[config.mk]
export PLATFORM = sky130hd
export DESIGN_NAME = maze_loader
export DESIGN_NICKNAME = d
export VERILOG_FILES = /design/src/rtl/maze_pkg.sv /design/src/rtl/maze_rom.sv /design/src/rtl/maze_loader.sv
export SDC_FILE = /design/constraint.sdc
export NUM_CORES = 1
export LEC_CHECK = 0
export BUFFER_PORTS_ARGS = -buffer_cell sky130_fd_sc_hd__buf_2
export CORE_ASPECT_RATIO = 1.5
export CORE_MARGIN = 5
export CORE_UTILIZATION = 40
export DETAILED_ROUTE_END_ITERATION = 8
export PLACE_DENSITY = 0.56
export SETUP_SLACK_MARGIN = 0.4
export SKIP_LAST_GASP = 1
export SLEW_MARGIN = 20
export SYNTH_ARGS = -nofsm -noshare
export SYNTH_HDL_FRONTEND = slang
export SYNTH_HIERARCHICAL = 1
export SYNTH_SLANG_ARGS = --single-unit
[constraint.sdc]
create_clock -name Clk -period 8.5 [get_ports Clk]
set_clock_uncertainty 0.15 [all_clocks]
set_input_delay 0 -clock Clk [delete_from_list [all_inputs] [get_ports Clk]]
set_output_delay 0 -clock Clk [all_outputs]
set_load 0.02 [all_outputs]
[src/rtl/maze_pkg.sv]
// maze_pkg: shared constants, FSM state type and border-forcing helper for the maze loader.
//   MAZE_COLS/MAZE_ROWS/MAZE_BYTES : VRAM geometry (5 bytes per row, 7 rows, 35 bytes)
//   WALL_*                         : bit position of each wall inside a 4-bit cell nibble
//   state_e                        : loader FSM states
//   force_borders()                : ORs the outer maze walls into a wall byte
package maze_pkg;

   localparam int unsigned MAZE_COLS  = 5;
   localparam int unsigned MAZE_ROWS  = 7;
   localparam int unsigned MAZE_BYTES = MAZE_COLS * MAZE_ROWS;
   localparam int unsigned IDX_W      = 6;  // byte index width inside one layout

   // Wall bits within a cell nibble; the odd cell of a byte sits 4 bits higher.
   localparam int unsigned WALL_TOP    = 0;
   localparam int unsigned WALL_LEFT   = 1;
   localparam int unsigned WALL_BOTTOM = 2;
   localparam int unsigned WALL_RIGHT  = 3;
   localparam int unsigned NIBBLE      = 4;

   typedef enum logic [1:0] {
      StIdle,
      StFetch,
      StWrite,
      StDone
   } state_e;

   // Top row closes both tops, bottom row both bottoms; only the outermost cell of a
   // byte touches a side border (even cell on the left, odd cell on the right).
   function automatic logic [7:0] force_borders(input logic [7:0] data, input logic [7:0] addr);
      int unsigned a;
      int unsigned row;
      int unsigned col;
      logic [7:0]  d;
      a   = 32'(addr);
      row = a / MAZE_COLS;
      col = a % MAZE_COLS;
      d   = data;
      if (row == 0) begin
         d[WALL_TOP]          = 1'b1;
         d[WALL_TOP + NIBBLE] = 1'b1;
      end
      if (row == MAZE_ROWS - 1) begin
         d[WALL_BOTTOM]          = 1'b1;
         d[WALL_BOTTOM + NIBBLE] = 1'b1;
      end
      if (col == 0) d[WALL_LEFT] = 1'b1;
      if (col == MAZE_COLS - 1) d[WALL_RIGHT + NIBBLE] = 1'b1;
      return d;
   endfunction

endpackage

[src/rtl/maze_rom.sv]
// maze_rom: synchronous-read layout store, NUM_MAZES layouts of MAZE_BYTES wall bytes each.
//   clk_i   : clock
//   addr_i  : {layout index, byte index}
//   rdata_o : registered wall byte, valid one cycle after addr_i
// Layout 0 is an open (all-zero) maze; the others are fixed pseudo-random wall patterns.
module maze_rom
   import maze_pkg::*;
#(
   parameter int unsigned NUM_MAZES = 4
) (
   input  logic                                 clk_i,
   input  logic [$clog2(NUM_MAZES)+IDX_W-1:0]   addr_i,
   output logic [7:0]                           rdata_o
);

   localparam int unsigned IdW = $clog2(NUM_MAZES);

   function automatic logic [7:0] layout_byte(input int unsigned m, input int unsigned i);
      int unsigned v;
      if (m == 0 || i >= MAZE_BYTES) return 8'h00;
      v = (i * 29 + m * 53) ^ (m * 17);
      return v[7:0];
   endfunction

   always_ff @(posedge clk_i) begin
      rdata_o <= layout_byte(32'(addr_i[IdW+IDX_W-1:IDX_W]), 32'(addr_i[IDX_W-1:0]));
   end

endmodule

[src/rtl/maze_loader.sv]
// maze_loader: copies one stored maze layout into wall VRAM, one byte per cycle, with the
// outer border walls forced on.
//   Clk, Reset_n : clock, asynchronous active-low reset
//   start        : load request (only honoured while idle)
//   maze_sel     : layout to load
//   WALLS_DATA/WALLS_ADDR/WALLS_WE : VRAM write port (addresses 0..34)
//   busy         : high from the start edge until the last byte is written
//   done         : one-cycle pulse after the last byte
//   maze_id      : layout of the current / last load
// Build option: define MAZE_LOADER_LFSR_EN to pick the layout from a free-running 8-bit
// LFSR instead of maze_sel.
module maze_loader
   import maze_pkg::*;
#(
   parameter int unsigned NUM_MAZES = 4
) (
   input  logic                         Clk,
   input  logic                         Reset_n,
   input  logic                         start,
   input  logic [$clog2(NUM_MAZES)-1:0] maze_sel,
   output logic [7:0]                   WALLS_DATA,
   output logic [7:0]                   WALLS_ADDR,
   output logic                         WALLS_WE,
   output logic                         busy,
   output logic                         done,
   output logic [$clog2(NUM_MAZES)-1:0] maze_id
);

   localparam int unsigned      IdW      = $clog2(NUM_MAZES);
   localparam logic [IDX_W-1:0] LastIdx  = IDX_W'(MAZE_BYTES - 1);
   localparam logic [7:0]       LastAddr = 8'(MAZE_BYTES - 1);

   state_e           state_q;
   logic [IDX_W-1:0] cnt_q;   // ROM read index, runs one byte ahead of addr_q
   logic [7:0]       addr_q;
   logic             we_q;
   logic             busy_q;
   logic             done_q;
   logic [IdW-1:0]   id_q;
   logic [7:0]       data_q;  // last byte written, held while idle
   logic [7:0]       rom_data;
   logic [IdW-1:0]   id_src;

`ifdef MAZE_LOADER_LFSR_EN
   logic [7:0] lfsr_q;
   logic       unused_sel;

   // Fibonacci LFSR, taps 8,6,5,4.
   always_ff @(posedge Clk or negedge Reset_n) begin
      if (!Reset_n) lfsr_q <= 8'h01;
      else          lfsr_q <= {lfsr_q[6:0], lfsr_q[7] ^ lfsr_q[5] ^ lfsr_q[4] ^ lfsr_q[3]};
   end

   assign id_src     = lfsr_q[IdW-1:0];
   assign unused_sel = ^maze_sel;
`else
   assign id_src = maze_sel;
`endif

   maze_rom #(
      .NUM_MAZES(NUM_MAZES)
   ) u_rom (
      .clk_i  (Clk),
      .addr_i ({id_q, cnt_q}),
      .rdata_o(rom_data)
   );

   always_ff @(posedge Clk or negedge Reset_n) begin
      if (!Reset_n) begin
         state_q <= StIdle;
         cnt_q   <= '0;
         addr_q  <= '0;
         we_q    <= 1'b0;
         busy_q  <= 1'b0;
         done_q  <= 1'b0;
         id_q    <= '0;
         data_q  <= '0;
      end else begin
         if (we_q) data_q <= WALLS_DATA;
         case (state_q)
            StIdle: begin
               if (start) begin
                  state_q <= StFetch;
                  id_q    <= id_src;
                  cnt_q   <= '0;
                  busy_q  <= 1'b1;
               end
            end
            StFetch: begin
               // ROM returns byte 0 at this edge, so the first write is already valid.
               state_q <= StWrite;
               we_q    <= 1'b1;
               addr_q  <= '0;
               cnt_q   <= cnt_q + 1'b1;
            end
            StWrite: begin
               if (cnt_q != LastIdx) cnt_q <= cnt_q + 1'b1;
               if (addr_q == LastAddr) begin
                  state_q <= StDone;
                  we_q    <= 1'b0;
                  busy_q  <= 1'b0;
                  done_q  <= 1'b1;
               end else begin
                  addr_q <= addr_q + 1'b1;
               end
            end
            StDone: begin
               state_q <= StIdle;
               done_q  <= 1'b0;
            end
            default: state_q <= StIdle;
         endcase
      end
   end

   // Borders are applied on the ROM output register; outside a write the last byte holds.
   assign WALLS_DATA = we_q ? force_borders(rom_data, addr_q) : data_q;
   assign WALLS_ADDR = addr_q;
   assign WALLS_WE   = we_q;
   assign busy       = busy_q;
   assign done       = done_q;
   assign maze_id    = id_q;

endmodule

==> impl_results.md <==
- First-pass GRT wire length: 16.67 mm
- Most used standard cells in the synthesized netlist: sky130_fd_sc_hd__nand2_1, sky130_fd_sc_hd__inv_1, sky130_fd_sc_hd__ha_1
- Final weighted congestion in routability-driven placement: 0.8817
- Master cell of the clock root buffer: sky130_fd_sc_hd__clkbuf_16
- Number of buffers added by the clock tree synthesis step: 5
- TritonCTS clock tree: built
- Post-Synthesis Net Count: 519
- Warnings from Yosys: 6
- Portion of netlist area occupied by mux cells: 4.330%
- Count of maximum capacitance violations: 0
- Post-detail-place hpwl: 7.758 mm
- Proportion of netlist area held by the largest area contributor: 18.33%
- Simple-gate portion of the synthesized area: 19.37%
- Complex-gate fraction of the synthesized area: about a quarter
- Count of antenna-violating nets left after detailed routing: 0
- Drt initial violations: roughly 170
- Number of synthesized flops with an enable pin: 0
- CP required: 8.35 ns
- Cell taking the most area after synthesis: sky130_fd_sc_hd__dfrtp_1
- Total overflow reported by the global router: 0
- Endpoint kind of the worst setup timing path: output port
- Number of instances in the synthesized netlist: 467
- Tightest hold margin: 0.1359 ns
- Avg Vias per Cell: around 5.9
- Flip-flop cell with the highest count after synthesis: sky130_fd_sc_hd__dfrtp_1
- Non-filler instance count after layout: 597
- Die Footprint: 0.01203 mm²
- Count of standard-cell rows: between 40 and 50
- Number of global-route vias before repair: 3500
- Outcome: completed
- Count of buffers added by post-CTS timing repair for setup: 0
- Number of H-tree branching levels: 2
- Data arrival, critical path: 6.55 ns
- Fraction of final layout cells sized beyond drive strength 1: 12.66%
- Count of endpoints failing hold in the final timing report: 0
- Clk pin slew, worst setup/hold paths: ~0.060 ns
- Psw: 0.7562 mW
- Post-synthesis adder-cell area fraction: 16.56%
- Total of endpoints with negative setup slack in the final report: 0
- Die width: 91.23 µm
- Area Growth Syn to Fin: 8.217%
- Power density cells: around 370 mW/mm²
- Number of nets at the end of the flow: 533
- Post-route minimum period: 6.704 ns
- Internal portion of total power: 0.8320 mW
- Cell area after layout: between 0.004 and 0.005 mm²
- Maximum VDD drop: 384.2 µV
- Startpoint types: flop
- Worst slew slack as a fraction of its limit: between 40 and 50%
- Worst path most repeated cell: sky130_fd_sc_hd__ha_1
- Dpl cells: 585
- Share of total power consumed by net switching: 47.61%
- Unrepaired setup endpoints after global routing: false
- Effective utilization at floorplan: between 40 and 50%
- Area share of xor/xnor cells in the synthesized design: approximately 6%
- Fraction of the cycle the final worst path needs: 78.87%
- Max Fclk: 149.2 MHz
- Leak pwr: roughly 1.9 nW
- Top Ports: 26
- Worst slew pin tran: ~0.8 ns
- Max Root-Sink Buffers: 2
- Sequence of cells on the critical path: or2_1 > ha_1 > and3b_1 > a211o_1 > a211oi_2 > nand2_2 > and3_1 > xnor2_1 > ha_1 > or2_2 > a31oi_1 > o221ai_1 > o211ai_2 > o311a_4 > xnor2_1 > ha_1 > a2bb2o_4 > o21ai_1 > o2111ai_1 > o31ai_1 > buf_2
- Number of antenna repair diodes: 0
- Top area cells in the synthesized netlist: sky130_fd_sc_hd__dfrtp_1, sky130_fd_sc_hd__ha_1, sky130_fd_sc_hd__fa_1
- Post-Syn Area per Cell: between 8 and 9 µm²
- Max stage delay cell, worst path: sky130_fd_sc_hd__dfrtp_1
- Remaining routing DRC violations: 0
- Core Footprint: 0.009689 mm²
- Maximum number of pins on one net before global-route repair: 30
- Length of the first detailed-routing pass in iterations: 5
- #FFs+latches synth: 37
- Clock power share: 11.2%
- Number of antenna violations at the first check in global routing: 0
- Setup TNS: 0 ns
- Largest stage delay on the critical path: between 0.5 and 0.6 ns
- Worst hold path class: in2async
- Vias after detailed routing: 3510
- Critical Path Fanout Max: 20
- Share of the yosys chip area belonging to registers: 22.38%
- Final count of pins violating max slew: 0
- Area post-placement: between 0.004 and 0.005 mm²
- Post-synthesis instance area: 0.003959 mm²
- CTS hold repair buffers: 4
- Number of fill cells: between 900 and 1000
- Kind of critical path: reg2out
- Number of buffers added on ports: 25
- Post-Route WL: 9.999 mm
- Cts repair resizes: 0
- Global router's overall resource usage: about 17%
- Distinct cell type count after synthesis: 82
- Post-synthesis async set-or-reset flop share: 78.38%
- Clock latency on the worst-skew pair: between 0.2 and 0.3 ns
- Proportion of power drawn by combinational gates: 67.9%
- Most common cell in the netlist: sky130_fd_sc_hd__nand2_1
- Count of clock tree sinks: 37
- Die Y-Extent: 131.8 µm
- Combinational family with the most area after synthesis: compound AO/OA/AOI/OAI gates
- Relative contribution of sequential cells to total power: roughly a fifth
- Routed len/inst: 16.75 µm
==> worst max-delay path, delay by kind of cell (launching register included) <==
| kind | cells | cell delay (ns) |
|---|---|---|
| adders and majority gates | 3 | 1.02 |
| and+or+nand+nor | 5 | 1.32 |
| DFF | 1 | 0.59 |
| xor gates and xnor gates | 2 | 0.36 |
| buffers and inverters | 1 | 0.21 |
| AOI/OAI and AO/OA | 10 | 2.76 |
==> metrics by stage <==
stage | worst slack, ns | total power [mW] | utilization (%)
3_5_place_dp | 2.196 | 1.429 | 42.33
5_1_grt | 1.465 | 1.763 | 44.21
4_1_cts | 1.856 | 1.618 | 44.21
3_3_place_gp | 2.428 | 1.404 | 42.33
6_report | 1.796 | 1.588 | 44.21
2_1_floorplan | 2.420 | 1.177 | -
==> placed cells by master, fill, tap and decap left out, types with 5 or more instances in the layout <==
master / count
sky130_fd_sc_hd__o21ai_0: 25
sky130_fd_sc_hd__nor2_1: 29
sky130_fd_sc_hd__ha_1: 38
sky130_fd_sc_hd__dfxtp_1: 8
sky130_fd_sc_hd__clkbuf_16: 5
sky130_fd_sc_hd__a21o_1: 7
sky130_fd_sc_hd__o31ai_1: 6
sky130_fd_sc_hd__dfrtp_1: 29
sky130_fd_sc_hd__xor2_1: 7
sky130_fd_sc_hd__nor2b_1: 6
sky130_fd_sc_hd__nor3_1: 10
sky130_fd_sc_hd__mux2_2: 9
sky130_fd_sc_hd__a31oi_1: 16
sky130_fd_sc_hd__a21oi_1: 20
sky130_fd_sc_hd__inv_1: 40
sky130_fd_sc_hd__nand4_1: 8
sky130_fd_sc_hd__mux2i_1: 7
sky130_fd_sc_hd__and2_1: 5
sky130_fd_sc_hd__fa_1: 9
sky130_fd_sc_hd__xnor2_1: 15
sky130_fd_sc_hd__nand3_1: 18
sky130_fd_sc_hd__nand2_1: 43
sky130_fd_sc_hd__buf_2: 25
==> area by class of cell <==
| type | instances | area, µm² | area share, % |
|---|---|---|---|
| clock inverters | 3 | 17.52 | 0.4089 |
| clock buffers | 5 | 125.1 | 2.921 |
| flip-flops and latches | 37 | 885.9 | 20.68 |
| repair buffers | 29 | 165.2 | 3.855 |
| well taps | 115 | 143.9 | 3.359 |
| inverters | 41 | 153.9 | 3.592 |
| multi-input cells | 367 | 2793 | 65.19 |
==> state kept, by name, indices dropped and copies added (netlist names) <==
name           cells
WALLS_WE           1
state_q            2
data_q             8
maze_id            2
busy               1
WALLS_ADDR         8
u_rom/rdata_o      8
cnt_q              6
done               1
==> power groups by stage <==
| stage | sequential, mW | clock, mW | combinational (mW) |
|---|---|---|---|
| after floorplan | 0.310 | 0 | 0.868 |
| after global placement | 0.333 | 0 | 1.07 |
| after detailed placement | 0.334 | 0 | 1.10 |
| after CTS | 0.331 | 0.185 | 1.10 |
| after global routing | 0.342 | 0.192 | 1.23 |
| final | 0.330 | 0.179 | 1.08 |
==> cells by family after synthesis <==
kind of cell	after synthesis
AOI/OAI and AO/OA	131
adders and majority gates	47
xor gates and xnor gates	24
and+or+nand+nor	149
muxes	16
buffers and inverters	63
DFF	37
==> final timing paths <==
kind                                             start                endpoint  slack (ns)  cells after the start
setup reg to reg             WALLS_ADDR[5]$_DFFE_PN0P_   data_q[1]$_DFFE_PN0P_        2.16                     20
max in group asynchronous                      Reset_n   data_q[7]$_DFFE_PN0P_        7.61                      2
hold / removal                                 Reset_n  state_q[1]$_DFFE_PN0P_        0.14                      2
hold reg to reg            u_rom/rdata_o[6]$_SDFF_PP0_   data_q[6]$_DFFE_PN0P_        0.32                      2
min in group Clk           u_rom/rdata_o[6]$_SDFF_PP0_   data_q[6]$_DFFE_PN0P_        0.32                      2
setup / recovery             WALLS_ADDR[5]$_DFFE_PN0P_           WALLS_DATA[7]        1.80                     21
==> per-layer routing <==
layer	part of all wire (%)	track usage, %	routed length (µm)
met3	3.1	1.542	312
met1	39	17.35	3877
met5	0	0	0
met2	54	31.42	5388
met4	4.2	9.380	422
(Power assumes the default switching activity.)
